### src/rtl/iob_gray_counter_ud_pkg.sv
// ----------------------------------------------------------------------------
// iob_gray_counter_ud_pkg
// Shared definitions for the up/down Gray counter and its helpers.
//   dir_e : counting direction encoding (UP = 1, DOWN = 0), matching dir_i.
//   op_e  : per-cycle operation selected by the load/enable priority.
// The reset value's Gray image is derived inside the counter, where the
// counter width is known, as RST_VAL ^ (RST_VAL >> 1).
// Optional build macro used by the counter: IOB_GRAY_COUNTER_UD_SAT_EN.
// ----------------------------------------------------------------------------
package iob_gray_counter_ud_pkg;

  typedef enum logic {
    DIR_DOWN = 1'b0,
    DIR_UP   = 1'b1
  } dir_e;

  // Reset is not listed here: it is applied by the registers themselves.
  typedef enum logic [1:0] {
    OP_HOLD = 2'd0,
    OP_STEP = 2'd1,
    OP_LOAD = 2'd2
  } op_e;

endpackage

### src/rtl/iob_bin2gray.sv
// ----------------------------------------------------------------------------
// iob_bin2gray
// Combinational binary-to-Gray encoder. Shared with FIFO pointer logic.
// Parameters:
//   W      : data width (W >= 1)
// Ports:
//   bin_i  : binary input
//   gray_o : Gray-coded output, gray = {bin[W-1], bin[W-2:0] ^ bin[W-1:1]}
// ----------------------------------------------------------------------------
module iob_bin2gray #(
  parameter int W = 4
) (
  input  logic [W-1:0] bin_i,
  output logic [W-1:0] gray_o
);

  generate
    if (W == 1) begin : g_w1
      // A single bit has no neighbour to fold in.
      assign gray_o = bin_i;
    end else begin : g_wn
      assign gray_o = {bin_i[W-1], bin_i[W-2:0] ^ bin_i[W-1:1]};
    end
  endgenerate

endmodule

### src/rtl/iob_reg_re.sv
// ----------------------------------------------------------------------------
// iob_reg_re
// Register with synchronous active-high reset and load enable.
// Parameters:
//   W       : data width
//   RST_VAL : value taken on reset
// Ports:
//   clk_i   : clock, rising edge
//   rst_i   : synchronous reset, active-high, wins over en_i
//   en_i    : capture d_i when high, hold otherwise
//   d_i     : next data
//   q_o     : registered data
// ----------------------------------------------------------------------------
module iob_reg_re #(
  parameter int           W       = 1,
  parameter logic [W-1:0] RST_VAL = '0
) (
  input  logic         clk_i,
  input  logic         rst_i,
  input  logic         en_i,
  input  logic [W-1:0] d_i,
  output logic [W-1:0] q_o
);

  logic [W-1:0] data_q;
  logic [W-1:0] data_d;

  always_comb begin
    // NOTE: every always_comb output gets a default first so no path can
    // leave it unassigned and infer a latch.
    data_d = data_q;
    if (en_i) data_d = d_i;
  end

  always_ff @(posedge clk_i) begin
    // NOTE: flops are written with <= so all registers sample the same
    // pre-edge values regardless of block evaluation order.
    if (rst_i) data_q <= RST_VAL;
    else       data_q <= data_d;
  end

  assign q_o = data_q;

endmodule

### src/rtl/iob_gray_counter_ud.sv
// ----------------------------------------------------------------------------
// iob_gray_counter_ud
// Parametrised up/down Gray-code counter with synchronous load, registered
// binary output and a one-cycle wrap pulse. Binary and Gray registers are
// both loaded from the same next-binary value, so they never disagree.
//
// Parameters:
//   W        : counter width in bits (W >= 1)
//   RST_VAL  : binary reset value; Gray reset value is RST_VAL ^ (RST_VAL>>1)
// Ports:
//   clk_i    : clock, rising edge
//   rst_i    : synchronous reset, active-high (priority over everything)
//   en_i     : count enable, one step per cycle
//   dir_i    : 1 = up, 0 = down; only meaningful when en_i = 1
//   ld_i     : synchronous load (priority over en_i)
//   ld_val_i : binary value to load
//   bin_o    : registered binary count
//   gray_o   : registered Gray count
//   wrap_o   : one-cycle pulse after a step across the all-ones/zero boundary
//   sat_o    : (IOB_GRAY_COUNTER_UD_SAT_EN only) one-cycle pulse after an
//              enabled step was blocked at a limit
//
// Build macro IOB_GRAY_COUNTER_UD_SAT_EN: when defined the counter saturates
// at 0 / all-ones instead of wrapping, wrap_o is tied 0 and sat_o is added.
// ----------------------------------------------------------------------------
module iob_gray_counter_ud
  import iob_gray_counter_ud_pkg::*;
#(
  parameter int           W       = 4,
  parameter logic [W-1:0] RST_VAL = '0
) (
  input  logic         clk_i,
  input  logic         rst_i,
  input  logic         en_i,
  input  logic         dir_i,
  input  logic         ld_i,
  input  logic [W-1:0] ld_val_i,
  output logic [W-1:0] bin_o,
  output logic [W-1:0] gray_o,
`ifdef IOB_GRAY_COUNTER_UD_SAT_EN
  output logic         wrap_o,
  output logic         sat_o
`else
  output logic         wrap_o
`endif
);

  localparam logic [W-1:0] MaxVal  = '1;
  localparam logic [W-1:0] RstGray = RST_VAL ^ (RST_VAL >> 1);

  logic [W-1:0] bin_q;
  logic [W-1:0] bin_d;
  logic [W-1:0] gray_q;
  logic [W-1:0] gray_d;
  logic         flag_q;
  logic         flag_d;
  logic         upd_en;
  logic         at_limit;
  dir_e         dir;
  op_e          op;

  // Next-state: a single next-binary value feeds both registers.
  always_comb begin
    dir      = dir_e'(dir_i);
    op       = ld_i ? OP_LOAD : (en_i ? OP_STEP : OP_HOLD);
    // The step about to cross the boundary: all-ones going up, zero going down.
    at_limit = (dir == DIR_UP) ? (bin_q == MaxVal) : (bin_q == '0);
    bin_d    = bin_q;
    flag_d   = 1'b0;
    case (op)
      OP_LOAD: bin_d = ld_val_i;
      OP_STEP: begin
        // The flag means "wrapped" in modulo builds and "blocked" in
        // saturating builds; both are raised by the same boundary condition.
        flag_d = at_limit;
`ifdef IOB_GRAY_COUNTER_UD_SAT_EN
        if (!at_limit) begin
          bin_d = (dir == DIR_UP) ? bin_q + 1'b1 : bin_q - 1'b1;
        end
`else
        bin_d = (dir == DIR_UP) ? bin_q + 1'b1 : bin_q - 1'b1;
`endif
      end
      default: ;
    endcase
  end

  iob_bin2gray #(
    .W(W)
  ) u_bin2gray (
    .bin_i (bin_d),
    .gray_o(gray_d)
  );

  // Value registers only need to move on a load or step; the flag must
  // clear on idle cycles, so it captures every cycle.
  assign upd_en = ld_i | en_i;

  iob_reg_re #(
    .W      (W),
    .RST_VAL(RST_VAL)
  ) u_bin_reg (
    .clk_i(clk_i),
    .rst_i(rst_i),
    .en_i (upd_en),
    .d_i  (bin_d),
    .q_o  (bin_q)
  );

  iob_reg_re #(
    .W      (W),
    .RST_VAL(RstGray)
  ) u_gray_reg (
    .clk_i(clk_i),
    .rst_i(rst_i),
    .en_i (upd_en),
    .d_i  (gray_d),
    .q_o  (gray_q)
  );

  iob_reg_re #(
    .W      (1),
    .RST_VAL(1'b0)
  ) u_flag_reg (
    .clk_i(clk_i),
    .rst_i(rst_i),
    .en_i (1'b1),
    .d_i  (flag_d),
    .q_o  (flag_q)
  );

  assign bin_o  = bin_q;
  assign gray_o = gray_q;
`ifdef IOB_GRAY_COUNTER_UD_SAT_EN
  assign wrap_o = 1'b0;
  assign sat_o  = flag_q;
`else
  assign wrap_o = flag_q;
`endif

endmodule

### config.mk
export PLATFORM = sky130hd
export DESIGN_NAME = iob_gray_counter_ud
export DESIGN_NICKNAME = d
export VERILOG_FILES = /design/src/rtl/iob_gray_counter_ud_pkg.sv /design/src/rtl/iob_bin2gray.sv /design/src/rtl/iob_reg_re.sv /design/src/rtl/iob_gray_counter_ud.sv
export SDC_FILE = /design/constraint.sdc
export NUM_CORES = 1
export LEC_CHECK = 0
export ABC_AREA = 1
export BUFFER_PORTS_ARGS = -buffer_cell sky130_fd_sc_hd__buf_2
export CORE_MARGIN = 2
export CORE_UTILIZATION = 42
export DETAILED_ROUTE_END_ITERATION = 8
export PLACE_DENSITY = 0.82
export SLEW_MARGIN = 20
export SYNTH_ARGS = -nofsm -noshare
export SYNTH_HDL_FRONTEND = slang
export SYNTH_SLANG_ARGS = --single-unit
### constraint.sdc
create_clock -name clk_i -period 1.4 [get_ports clk_i]
set_input_delay 0.07 -clock clk_i [delete_from_list [all_inputs] [get_ports clk_i]]
set_output_delay 0.07 -clock clk_i [all_outputs]
set_load 0.01 [all_outputs]
==> results.py <==
metrics = {
    "run_status": {
        "status": "finished with violations",
        "violations": "setup timing",
    },
    "cts": {
        "numCtsBuffers": 3,
        "clk_pin_slew_ns": 0.06,
        "htreeDepth": 1,
        "clockBufferDepth": 2,
        "clockRootBuffer": "clkbuf_4",
        "clock_sinks": 8,
        "worstSkewPairLatency_ns": 0.27,
        "cts_tree": "yes",
    },
    "final_layout": {
        "fin_nets": 129,
        "layout_common_cells": "nand2_1 (26), buf_2 (17), inv_1 (11)",
        "layout_commonest_cell": "nand2_1",
        "area_growth_pct": 38.3,
        "post-route-util_pct": 60.2,
        "final_area_um2": 763,
        "drive_above_1_share_pct": 42.2,
        "diodes": 0,
        "fin_cells": 131,
    },
    "logic_synthesis": {
        "ys_ff_latch": 8,
        "ys_seq_area_share_pct": 29.0,
        "synth.distinct_cells": 20,
        "yosysTopAreaCell": "dfxtp_1",
        "netlist_area_um2": 552,
        "syn_avg_cell_area_um2": 6.13,
        "yosys_warnings": 0,
        "syn-num-nets": 102,
        "synthCells": 90,
        "synth.area.top_cells": "dfxtp_1 (29%), nand2_1 (19%), inv_1 (9.5%)",
        "synth_top_area_share_pct": 29.0,
    },
    "place": {
        "gp_congestion": 0.853,
        "port_buffers": 17,
        "dp.cells": 125,
        "dp_hpwl_um": 1040,
        "dpl_cell_area_um2": 688,
    },
    "sta": {
        "worst_slack_ns": -0.0544,
        "finalCriticalPeriod_ns": 1.45,
        "final.setup_skew_ns": 0.000640,
        "fmax_mhz": 688,
        "hold_ws_ns": 0.0493,
        "rsz0062_at_grt": "true",
        "fin_crit_sh_pct": 104,
        "report.final.slew_viol_count": 0,
        "final_hold_viol_count": 0,
        "setup_violations": 3,
        "tightest_slew_ns": 0.196,
        "tns_ns": -0.106,
        "max_slew_margin_pct": 86.8,
    },
    "critical_path": {
        "critPathRequiredTime_ns": 1.56,
        "cp-start-kind": "register",
        "r2r-start": "u_bin_reg.q_o[0]$_SDFFE_PP0P_",
        "endpoint_kind": "register",
        "worstSetupPathType": "reg2reg",
        "worstPathMaxFanout": 3,
        "worstPathArrival_ns": 1.61,
        "r2r_end": "u_gray_reg.q_o[1]$_SDFFE_PP0P_",
        "r2r_setup_slack_ns": -0.05,
        "r2r_cells": 7,
    },
    "floorplanning": {
        "io_pins": 18,
        "initial_core_util_pct": 43.5,
        "num_rows": 13,
        "die_h_um": 40.2,
        "die-width_um": 40.2,
        "dieArea_mm2": 0.00162,
        "coreArea_mm2": 0.00127,
    },
    "drt": {
        "dr.pass1.iters": 4,
        "wire_per_inst_um": 10.3,
        "drc": 0,
        "vias": 602,
        "via_per_inst": 4.60,
        "final_antenna_net_count": 0,
        "drt_iter0_markers": 8,
        "wl_um": 1340,
    },
    "power_and_ir_drop": {
        "peakVddDrop_v": 0.000594,
        "p_per_area_mw_per_mm2": 896,
        "p_leak_nw": 0.435,
    },
    "grt": {
        "grt_overflow_total": 0,
        "grt_pass1_vias": 460,
        "grt_util_all_layers_pct": 18.8,
        "antenna_found_initial": 0,
        "grt_start_max_net_pins": 8,
        "grt_pass1_wl_um": 1870,
    },
    "min_path": {
        "holdPathEnd": "u_bin_reg.q_o[1]$_SDFFE_PP0P_",
        "hp-start": "rst_i",
        "whs_path_depth": 2,
        "hold_path.class": "in2reg",
    },
    "job": {
        "max_cap_violations": 0,
    },
}
==> flip-flops by register name (all words and copies together) (netlist names) <==
name and count:
u_gray_reg.q_o 3, u_flag_reg.q_o 1, u_bin_reg.q_o 4
==> cell usage after synthesis <==
cell / count
nand4_1: 1
clkinv_1: 1
inv_1: 14
or2_1: 1
a21oi_1: 2
ha_1: 2
a211oi_1: 1
fa_1: 1
nor2_2: 3
buf_4: 1
nor2_1: 10
nand2_2: 2
o21ai_0: 1
a31oi_1: 1
nand2_1: 28
a21oi_2: 1
nand3_1: 7
inv_2: 4
dfxtp_1: 8
o21ai_2: 1
==> how the worst max path moves through the flow <==
stage / depth (start not counted) / to / slack, ns / start
2_1_floorplan: 7 / u_gray_reg.q_o[1]$_SDFFE_PP0P_ / 0.01 / u_bin_reg.q_o[0]$_SDFFE_PP0P_
3_3_place_gp: 7 / u_gray_reg.q_o[1]$_SDFFE_PP0P_ / 0.004 / u_bin_reg.q_o[0]$_SDFFE_PP0P_
3_5_place_dp: 7 / u_gray_reg.q_o[1]$_SDFFE_PP0P_ / -0.02 / u_bin_reg.q_o[0]$_SDFFE_PP0P_
4_1_cts: 7 / u_gray_reg.q_o[1]$_SDFFE_PP0P_ / -0.02 / u_bin_reg.q_o[0]$_SDFFE_PP0P_
5_1_grt: 8 / u_gray_reg.q_o[0]$_SDFFE_PP0P_ / -0.12 / u_bin_reg.q_o[0]$_SDFFE_PP0P_
6_report: 7 / u_gray_reg.q_o[1]$_SDFFE_PP0P_ / -0.05 / u_bin_reg.q_o[0]$_SDFFE_PP0P_
==> power breakdown <==
part	switching (mW)	internal, mW	total (mW)
clock network	0.0912	0.110	0.201
registers	0.0136	0.247	0.260
logic	0.127	0.0956	0.223
==> critical path, cell delays in order, from the launching register on <==
cell and delay (ns):
dfxtp_4 0.35, inv_4 0.03, fa_2 0.53, o21ai_2 0.07
nor2_2 0.16, nand2_1 0.07, nand2_1 0.08, a21oi_2 0.05
==> layout make-up <==
type	instances	area, um^2
inverters	19	73.8
clock buffers	4	26.3
multi-input cells	62	347
repair buffers	23	130
well taps	15	18.8
flip-flops and latches	8	168
fillers	121	505
==> cells by family after synthesis <==
kind of cell	Yosys count	synth area share [%]
buffers and inverters	20	14.3
flip-flops	8	29.0
AND/OR/NAND/NOR	52	40.1
AO/OA/AOI/OAI	7	8.39
adder cells (fa/ha/maj)	3	8.16
==> per-stage QoR <==
step	worst slack [ns]	total power, mW
after floorplan	0.0129	0.390
after global placement	0.00366	0.455
after detailed placement	-0.0182	0.463
after CTS	-0.0211	0.670
after global routing	-0.119	0.734
final	-0.0544	0.684
==> timing repair <==
| action | in CTS | in global routing |
|---|---|---|
| hold buffers | 0 | 0 |
| endpoints found under the setup margin | 3 | 3 |
| buffers inserted | 0 | 2 |
| gates resized for setup | 1 | 8 |
| pin swaps | 0 | 7 |
==> layer usage <==
| layer | vias up | routed length [um] | GRT usage (%) |
|---|---|---|---|
| li1 | 322 | - | - |
| met4 | 0 | 33 | 10.0 |
| met5 | - | 0 | 0 |
| met3 | 4 | 61 | 10.0 |
| met2 | 10 | 661 | 29.0 |
| met1 | 266 | 588 | 20.7 |
No activity file was read; power rests on OpenSTA's default activity.
